## src/rtl/sub_pix_pkg.sv

```systemverilog
// Shared defaults, framing payload and arithmetic helpers for the sub-pixel delay lanes.
package sub_pix_pkg;

  localparam int unsigned NL_DEF     = 4;
  localparam int unsigned DATA_W_DEF = 14;
  localparam int unsigned FRAC_W_DEF = 8;

  typedef struct packed {
    logic sol;
    logic eol;
  } frame_t;

  function automatic int unsigned lane_lo(input int unsigned lane, input int unsigned w);
    return lane * w;
  endfunction

  // Round-half-up arithmetic right shift; sh must be >= 1.
  function automatic logic signed [31:0] round_shr(input logic signed [31:0] p,
                                                   input int unsigned sh);
    logic signed [31:0] bias;
    bias = 32'sd1 <<< (sh - 1);
    return (p + bias) >>> sh;
  endfunction

endpackage

```

## src/rtl/sub_pix_delay_lanes_if.sv

```systemverilog
// Stream, framing and control bundle between the sample packer, this block and gain prediction.
interface sub_pix_delay_lanes_if
  import sub_pix_pkg::*;
#(
  parameter int unsigned NL     = NL_DEF,
  parameter int unsigned DATA_W = DATA_W_DEF,
  parameter int unsigned FRAC_W = FRAC_W_DEF
) ();

  logic                   in_valid;
  logic                   in_ready;
  logic [NL*DATA_W-1:0]   in_data;
  logic                   in_sol;
  logic                   in_eol;
  logic [FRAC_W-1:0]      fract_steps;
  logic                   shift_dir;
  logic                   out_valid;
  logic                   out_ready;
  logic [NL*DATA_W-1:0]   out_data;
  logic                   out_sol;
  logic                   out_eol;
  logic                   err_sticky;

  modport master (
    output in_valid, in_data, in_sol, in_eol, fract_steps, shift_dir, out_ready,
    input  in_ready, out_valid, out_data, out_sol, out_eol, err_sticky
  );

  modport slave (
    input  in_valid, in_data, in_sol, in_eol, fract_steps, shift_dir, out_ready,
    output in_ready, out_valid, out_data, out_sol, out_eol, err_sticky
  );

endinterface

```

## src/rtl/sub_pix_lane_interp.sv

```systemverilog
// One lane of the fractional shift: registered product, then registered rounded sum.
module sub_pix_lane_interp
  import sub_pix_pkg::*;
#(
  parameter int unsigned DATA_W = DATA_W_DEF,
  parameter int unsigned FRAC_W = FRAC_W_DEF
) (
  input  logic              clk,
  input  logic              reset,
  input  logic              i_en,
  input  logic [DATA_W-1:0] i_a,
  input  logic [DATA_W-1:0] i_prev,
  input  logic [DATA_W-1:0] i_next,
  input  logic [FRAC_W-1:0] i_frac,
  input  logic              i_dir,
  output logic [DATA_W-1:0] o_out
);

  localparam int unsigned PW = DATA_W + FRAC_W + 1;

  logic [DATA_W-1:0]        w_nb;
  logic signed [DATA_W:0]   w_d;
  logic signed [PW-1:0]     w_dx;
  logic signed [PW-1:0]     w_fx;
  logic signed [PW-1:0]     w_p;
  logic [DATA_W-1:0]        r_a;
  logic signed [PW-1:0]     r_p;

  always_comb begin
    w_nb = i_dir ? i_prev : i_next;
    w_d  = $signed({1'b0, w_nb}) - $signed({1'b0, i_a});
    w_dx = {{FRAC_W{w_d[DATA_W]}}, w_d};
    w_fx = {{(DATA_W + 1){1'b0}}, i_frac};
    w_p  = w_dx * w_fx;
  end

  // Result is a convex combination of a and its neighbour, so wrap-around addition is exact.
  always_ff @(posedge clk) begin
    if (reset) begin
      r_a   <= '0;
      r_p   <= '0;
      o_out <= '0;
    end else if (i_en) begin
      r_a   <= i_a;
      r_p   <= w_p;
      o_out <= r_a + DATA_W'(round_shr(32'(r_p), FRAC_W));
    end
  end

endmodule

```

## src/rtl/sub_pix_delay_lanes.sv

```systemverilog
// NL-lane sub-pixel shifter: cross-beat neighbour window, line-edge replication,
// framing-error detection and a two-stage per-lane interpolation pipeline.
module sub_pix_delay_lanes
  import sub_pix_pkg::*;
#(
  parameter int unsigned NL     = NL_DEF,
  parameter int unsigned DATA_W = DATA_W_DEF,
  parameter int unsigned FRAC_W = FRAC_W_DEF
) (
  input logic                  clk,
  input logic                  reset,
  sub_pix_delay_lanes_if.slave bus
);

  logic [NL-1:0][DATA_W-1:0] w_in_lanes;
  logic [NL-1:0][DATA_W-1:0] w_out_lanes;
  logic [NL-1:0][DATA_W-1:0] r_h;
  logic                      r_h_valid;
  frame_t                    r_h_fr;
  logic [DATA_W-1:0]         r_prev0;
  logic                      r_flush;
  logic                      r_rdy_ok;
  logic [FRAC_W-1:0]         r_frac;
  logic                      r_dir;
  logic                      r_err;
  logic                      r_v1;
  frame_t                    r_fr1;
  logic                      r_out_valid;
  frame_t                    r_fr_out;

  logic                      w_en;
  logic                      w_ready;
  logic                      w_acc;
  logic                      w_as_sol;
  logic                      w_err;
  logic                      w_flush;
  logic                      w_rel;
  logic [DATA_W-1:0]         w_cross;

  // With in_ready high, H valid means an unterminated line is open.
  always_comb begin
    w_in_lanes = bus.in_data;
    w_en       = bus.out_ready | ~r_out_valid;
    w_ready    = w_en & ~r_flush & r_rdy_ok & ~reset;
    w_acc      = bus.in_valid & w_ready;
    w_as_sol   = bus.in_sol | ~r_h_valid;
    w_err      = w_acc & (bus.in_sol == r_h_valid);
    w_flush    = w_en & r_flush;
    w_rel      = w_flush | (w_acc & r_h_valid & ~bus.in_sol);
    w_cross    = r_flush ? r_h[NL-1] : w_in_lanes[0];
  end

  always_ff @(posedge clk) begin
    if (reset) begin
      r_h         <= '0;
      r_h_valid   <= 1'b0;
      r_h_fr      <= '0;
      r_prev0     <= '0;
      r_flush     <= 1'b0;
      r_rdy_ok    <= 1'b0;
      r_frac      <= '0;
      r_dir       <= 1'b0;
      r_err       <= 1'b0;
      r_v1        <= 1'b0;
      r_fr1       <= '0;
      r_out_valid <= 1'b0;
      r_fr_out    <= '0;
    end else begin
      r_rdy_ok <= 1'b1;
      if (w_err) r_err <= 1'b1;
      if (w_flush) begin
        r_h_valid <= 1'b0;
        r_flush   <= 1'b0;
      end
      // An errored beat overwrites H, which drops the beat it held.
      if (w_acc) begin
        r_h        <= w_in_lanes;
        r_h_valid  <= 1'b1;
        r_h_fr.sol <= bus.in_sol;
        r_h_fr.eol <= bus.in_eol;
        r_flush    <= bus.in_eol;
        r_prev0    <= w_as_sol ? w_in_lanes[0] : r_h[NL-1];
        if (w_as_sol) begin
          r_frac <= bus.fract_steps;
          r_dir  <= bus.shift_dir;
        end
      end
      if (w_en) begin
        r_v1        <= w_rel;
        r_fr1       <= r_h_fr;
        r_out_valid <= r_v1;
        r_fr_out    <= r_fr1;
      end
    end
  end

  for (genvar gi = 0; gi < NL; gi++) begin : g_lane
    logic [DATA_W-1:0] w_prev;
    logic [DATA_W-1:0] w_next;

    if (gi == 0) begin : g_prev_edge
      assign w_prev = r_prev0;
    end else begin : g_prev_in
      assign w_prev = r_h[gi-1];
    end

    if (gi == NL - 1) begin : g_next_edge
      assign w_next = w_cross;
    end else begin : g_next_in
      assign w_next = r_h[gi+1];
    end

    sub_pix_lane_interp #(
      .DATA_W (DATA_W),
      .FRAC_W (FRAC_W)
    ) u_lane (
      .clk    (clk),
      .reset  (reset),
      .i_en   (w_en),
      .i_a    (r_h[gi]),
      .i_prev (w_prev),
      .i_next (w_next),
      .i_frac (r_frac),
      .i_dir  (r_dir),
      .o_out  (w_out_lanes[gi])
    );

    assign bus.out_data[lane_lo(gi, DATA_W) +: DATA_W] = w_out_lanes[gi];
  end

  assign bus.in_ready   = w_ready;
  assign bus.out_valid  = r_out_valid;
  assign bus.out_sol    = r_fr_out.sol;
  assign bus.out_eol    = r_fr_out.eol;
  assign bus.err_sticky = r_err;

endmodule
```

## src/flat_wrapper.sv

```systemverilog
// flat-port wrapper written by rule: the top's interface ports become plain ports
module sub_pix_delay_lanes_flat import sub_pix_pkg::*;
#(
  parameter int unsigned NL     = NL_DEF,
  parameter int unsigned DATA_W = DATA_W_DEF,
  parameter int unsigned FRAC_W = FRAC_W_DEF
)
  (clk, reset, bus_in_valid, bus_in_data, bus_in_sol, bus_in_eol, bus_fract_steps, bus_shift_dir, bus_out_ready, bus_in_ready, bus_out_valid, bus_out_data, bus_out_sol, bus_out_eol, bus_err_sticky);
  sub_pix_delay_lanes_if #(.NL(NL), .DATA_W(DATA_W), .FRAC_W(FRAC_W)) bus_i ();
  input logic clk;
  input logic reset;
  input wire logic [$bits(bus_i.in_valid)-1:0] bus_in_valid;
  input wire logic [$bits(bus_i.in_data)-1:0] bus_in_data;
  input wire logic [$bits(bus_i.in_sol)-1:0] bus_in_sol;
  input wire logic [$bits(bus_i.in_eol)-1:0] bus_in_eol;
  input wire logic [$bits(bus_i.fract_steps)-1:0] bus_fract_steps;
  input wire logic [$bits(bus_i.shift_dir)-1:0] bus_shift_dir;
  input wire logic [$bits(bus_i.out_ready)-1:0] bus_out_ready;
  output wire logic [$bits(bus_i.in_ready)-1:0] bus_in_ready;
  output wire logic [$bits(bus_i.out_valid)-1:0] bus_out_valid;
  output wire logic [$bits(bus_i.out_data)-1:0] bus_out_data;
  output wire logic [$bits(bus_i.out_sol)-1:0] bus_out_sol;
  output wire logic [$bits(bus_i.out_eol)-1:0] bus_out_eol;
  output wire logic [$bits(bus_i.err_sticky)-1:0] bus_err_sticky;
  assign bus_i.in_valid = bus_in_valid;
  assign bus_i.in_data = bus_in_data;
  assign bus_i.in_sol = bus_in_sol;
  assign bus_i.in_eol = bus_in_eol;
  assign bus_i.fract_steps = bus_fract_steps;
  assign bus_i.shift_dir = bus_shift_dir;
  assign bus_i.out_ready = bus_out_ready;
  assign bus_in_ready = bus_i.in_ready;
  assign bus_out_valid = bus_i.out_valid;
  assign bus_out_data = bus_i.out_data;
  assign bus_out_sol = bus_i.out_sol;
  assign bus_out_eol = bus_i.out_eol;
  assign bus_err_sticky = bus_i.err_sticky;
  sub_pix_delay_lanes #(.NL(NL), .DATA_W(DATA_W), .FRAC_W(FRAC_W)) u_core (.clk(clk), .reset(reset), .bus(bus_i));
endmodule
```

## config.mk

```make
export PLATFORM = sky130hd
export DESIGN_NAME = sub_pix_delay_lanes_flat
export DESIGN_NICKNAME = d
export VERILOG_FILES = /design/src/rtl/sub_pix_pkg.sv /design/src/rtl/sub_pix_delay_lanes_if.sv /design/src/rtl/sub_pix_lane_interp.sv /design/src/rtl/sub_pix_delay_lanes.sv /design/src/flat_wrapper.sv
export SDC_FILE = /design/constraint.sdc
export NUM_CORES = 2
export LEC_CHECK = 0
export ABC_AREA = 1
export CORE_AREA = 3 3 229 231
export DETAILED_ROUTE_END_ITERATION = 8
export DIE_AREA = 0 0 232 234
export PLACE_DENSITY = 0.85
export SYNTH_ARGS = -nofsm -noshare
export SYNTH_HDL_FRONTEND = slang
export SYNTH_SLANG_ARGS = --single-unit
```

## constraint.sdc

```tcl
create_clock -name clk -period 12.8 [get_ports clk]
set_clock_uncertainty 0.1 [all_clocks]
set_input_delay 2.56 -clock clk [delete_from_list [all_inputs] [get_ports clk]]
set_output_delay 2.56 -clock clk [all_outputs]
set_load 0.005 [all_outputs]
```

==> results.toml <==
[routing]
drcViolationCount = 0
drt-total-wl_um = 94520
drt_iter0_drc = 2658
wirelength_met1_um = 37140
met3_length_um = 7026
wl_per_cell_um = 17.72
first_pass_iters = 6
route.vias.total = 30106
met2_length_um = 43690
ant_nets = 0
viasPerCell = 5.644
maxUsedRoutingLayer = "met5"

[sta]
fin_tns_setup_ps = 0
period_share_pct = 67.80
hold_viol = 0
period_needed_ps = 8678
rsz0062_at_grt = "no"
clock.fmax_ghz = 0.1152
setup_viol = 0
relSlewSlack_pct = 20.74
drv_slew = 0
worst_pin_slew_ps = 1187
worst_slack_ps = 4122

[synth]
synthCells = 4611
synth_edf_count = 0
synth.distinct_cells = 47
synth_area_leaders = "fa_1, dfxtp_1, inv_1, ha_1, nand2_1"
synth_common_cells = "inv_1, nand2_1, nor2_1, fa_1, o21ai_0"
yosys.area.top_type_share_pct = 22.47
synth_seq_cells = 263
synth.avg_cell_area_um2 = 7.109
synth-async-reset-ratio_pct = 0
yosysTopAreaCell = "fa_1"
yosysSeqAreaShare_pct = 16.06
synth.most_common_cell = "inv_1"
synth_flop_cell = "dfxtp_1"
yosysWarnings = 0
syn_area_um2 = 32780
syn-num-nets = 5321

[worst_setup_path]
crit_path_end_kind = "flop"
crit_type = "primary input to flop"
crit_top_cell = "nand2_1"
worst_path_largest_cell_delay_ps = 520
critical_path.max_fanout = 5
required_ps = 13190
cpMaxStageDelayCell = "fa_1"
arrival_ps = 9070
crit_path_start_kind = "primary input"

[place]
pre_cts_ws_ps = 3654
placed_area_um2 = 34510
dp_hpwl_um = 74660
gp_congestion = 0.9904
port_buffers = 131

[die]
ios = 132
floorplan.initialDensity_pct = 65.21
placementRows = 82
design.core.area_um2 = 50270
die_x_um = 232
die_area_um2 = 54290
die_h_um = 234

[layout]
post-route-util_pct = 70.52
final_nets = 5352
final_area_um2 = 35450
nFillCells = 4255
area_growth_pct = 8.141
drive_above_1_share_pct = 2.982

[global_route]
grt_max_degree = 152
grt_antenna_before_repair = 1
overflow = 0
grt_pass1_vias = 29587
grt_pass1_wl_um = 151700
grt.total_usage_pct = 35.07

[pwr]
leakage_nw = 18.77
p_per_area_nw_per_um2 = 119.4
vdd_drop_max_v = 0.0001153

[clock_tree]
cts-root-buf = "clkbuf_16"
numCtsBuffers = 31
cts_sinks = 263
cts.htree.levels = 1
cts.clk_slew.worst_paths_ps = 60
clk_path_buf_depth = 3
cts_hold_buf = 0
cts_resized = 0
insertion_delay_ps = 590
cts_setup_buffers = 0
cts_tree = "yes"

[job]
maxCapViolations = 0

[worst_hold_path]
min_path_type = "flop to flop"

[status]
status = "completed"
## placed cells by master, fill, tap and decap left out, drive strengths merged, types with 42 or more instances in the layout
cell type and instances:
a21oi 354, clkbuf 42, clkdlybuf4s50 131, dfxtp 263, fa 368, ha 271
inv 984, nand2 761, nand3 262, nor2 458, o21ai 361, o21bai 44
xnor2 55, xor2 94
## through the flow
stage                     instances  hold slack, ps  power [W]
after floorplan                4611           334.9   0.002623
after global placement         5281           348.1   0.003301
after detailed placement       5281           356.5   0.003347
after CTS                      5333           365.9   0.004211
after global routing           5333           379.6   0.004561
final                          5334           371.7   0.004231
## routing by layer
layer  vias to the layer above  track usage, %
met4                         2           21.24
li1                      14417               -
met2                      1250           57.93
met5                         -               0
met3                       305           4.580
met1                     14132           44.11
## worst max-delay path: cells and delay by family
kind	cells	cell delay, ps
AOI/OAI and AO/OA	4	800
buffers and inverters	6	770
adders and majority gates	7	2970
and+or+nand+nor	17	1940
## logic make-up after synthesis
family	count (synthesis)	share of synthesized area, %
AND/OR/NAND/NOR	1597	20.29
AO/OA/AOI/OAI	832	13.73
buffers and inverters	1131	13.01
adder cells (fa/ha/maj)	639	32.82
XOR/XNOR	149	4.095
flip-flops	263	16.06
## layout make-up
cell class                      count  area, um2  share of cell area [%]
Multi-Input combinational cell   3217      23260                   65.63
Sequential cell                   263       5270                   14.87
Inverter                          982       3699                   10.43
Timing Repair Buffer              147       1431                   4.038
Clock buffer                       42      867.1                   2.446
Tap cell                          672      840.8                   2.372
Clock inverter                     10      75.07                  0.2118
Antenna cell                        1      2.502                0.007059
## worst paths after layout
path	slack, ps	endpoint	cells past startpoint	startpoint
worst min register to register	370	u_core.r_h_fr[0]$_SDFFE_PP0P_	2	u_core.r_h_fr[0]$_SDFFE_PP0P_
worst max-delay path	4120	u_core.g_lane[3].u_lane.r_p[17]$_SDFFE_PP0N_	34	bus_in_data[0]
worst max register to register	4710	u_core.g_lane[0].u_lane.r_p[17]$_SDFFE_PP0N_	30	u_core.r_dir$_SDFFE_PP0P_
worst min-delay path	370	u_core.r_h_fr[0]$_SDFFE_PP0P_	2	u_core.r_h_fr[0]$_SDFFE_PP0P_
## sequential cells by signal (all words and copies together), names as in the netlist
signal                      count
u_core.g_lane.u_lane.r_p       60
u_core.g_lane.u_lane.o_out     56
u_core.g_lane.u_lane.r_a       56
u_core.g_lane.w_next           42
u_core.g_lane.w_prev           28
u_core.r_frac                   8
u_core.r_fr1                    2
u_core.r_h_fr                   2
u_core.bus.err_sticky           1
u_core.bus.out_eol              1
u_core.bus.out_sol              1
u_core.bus.out_valid            1
u_core.r_dir                    1
u_core.r_flush                  1
u_core.r_h_valid                1
u_core.r_rdy_ok                 1
u_core.r_v1                     1
## power by group
part	internal, W	switching [W]
combinational	0.000820	0.00150
sequential	0.000952	0.000111
clock	0.000473	0.000378
total	0.00224	0.00199
Power figures use the tool's default switching activity.
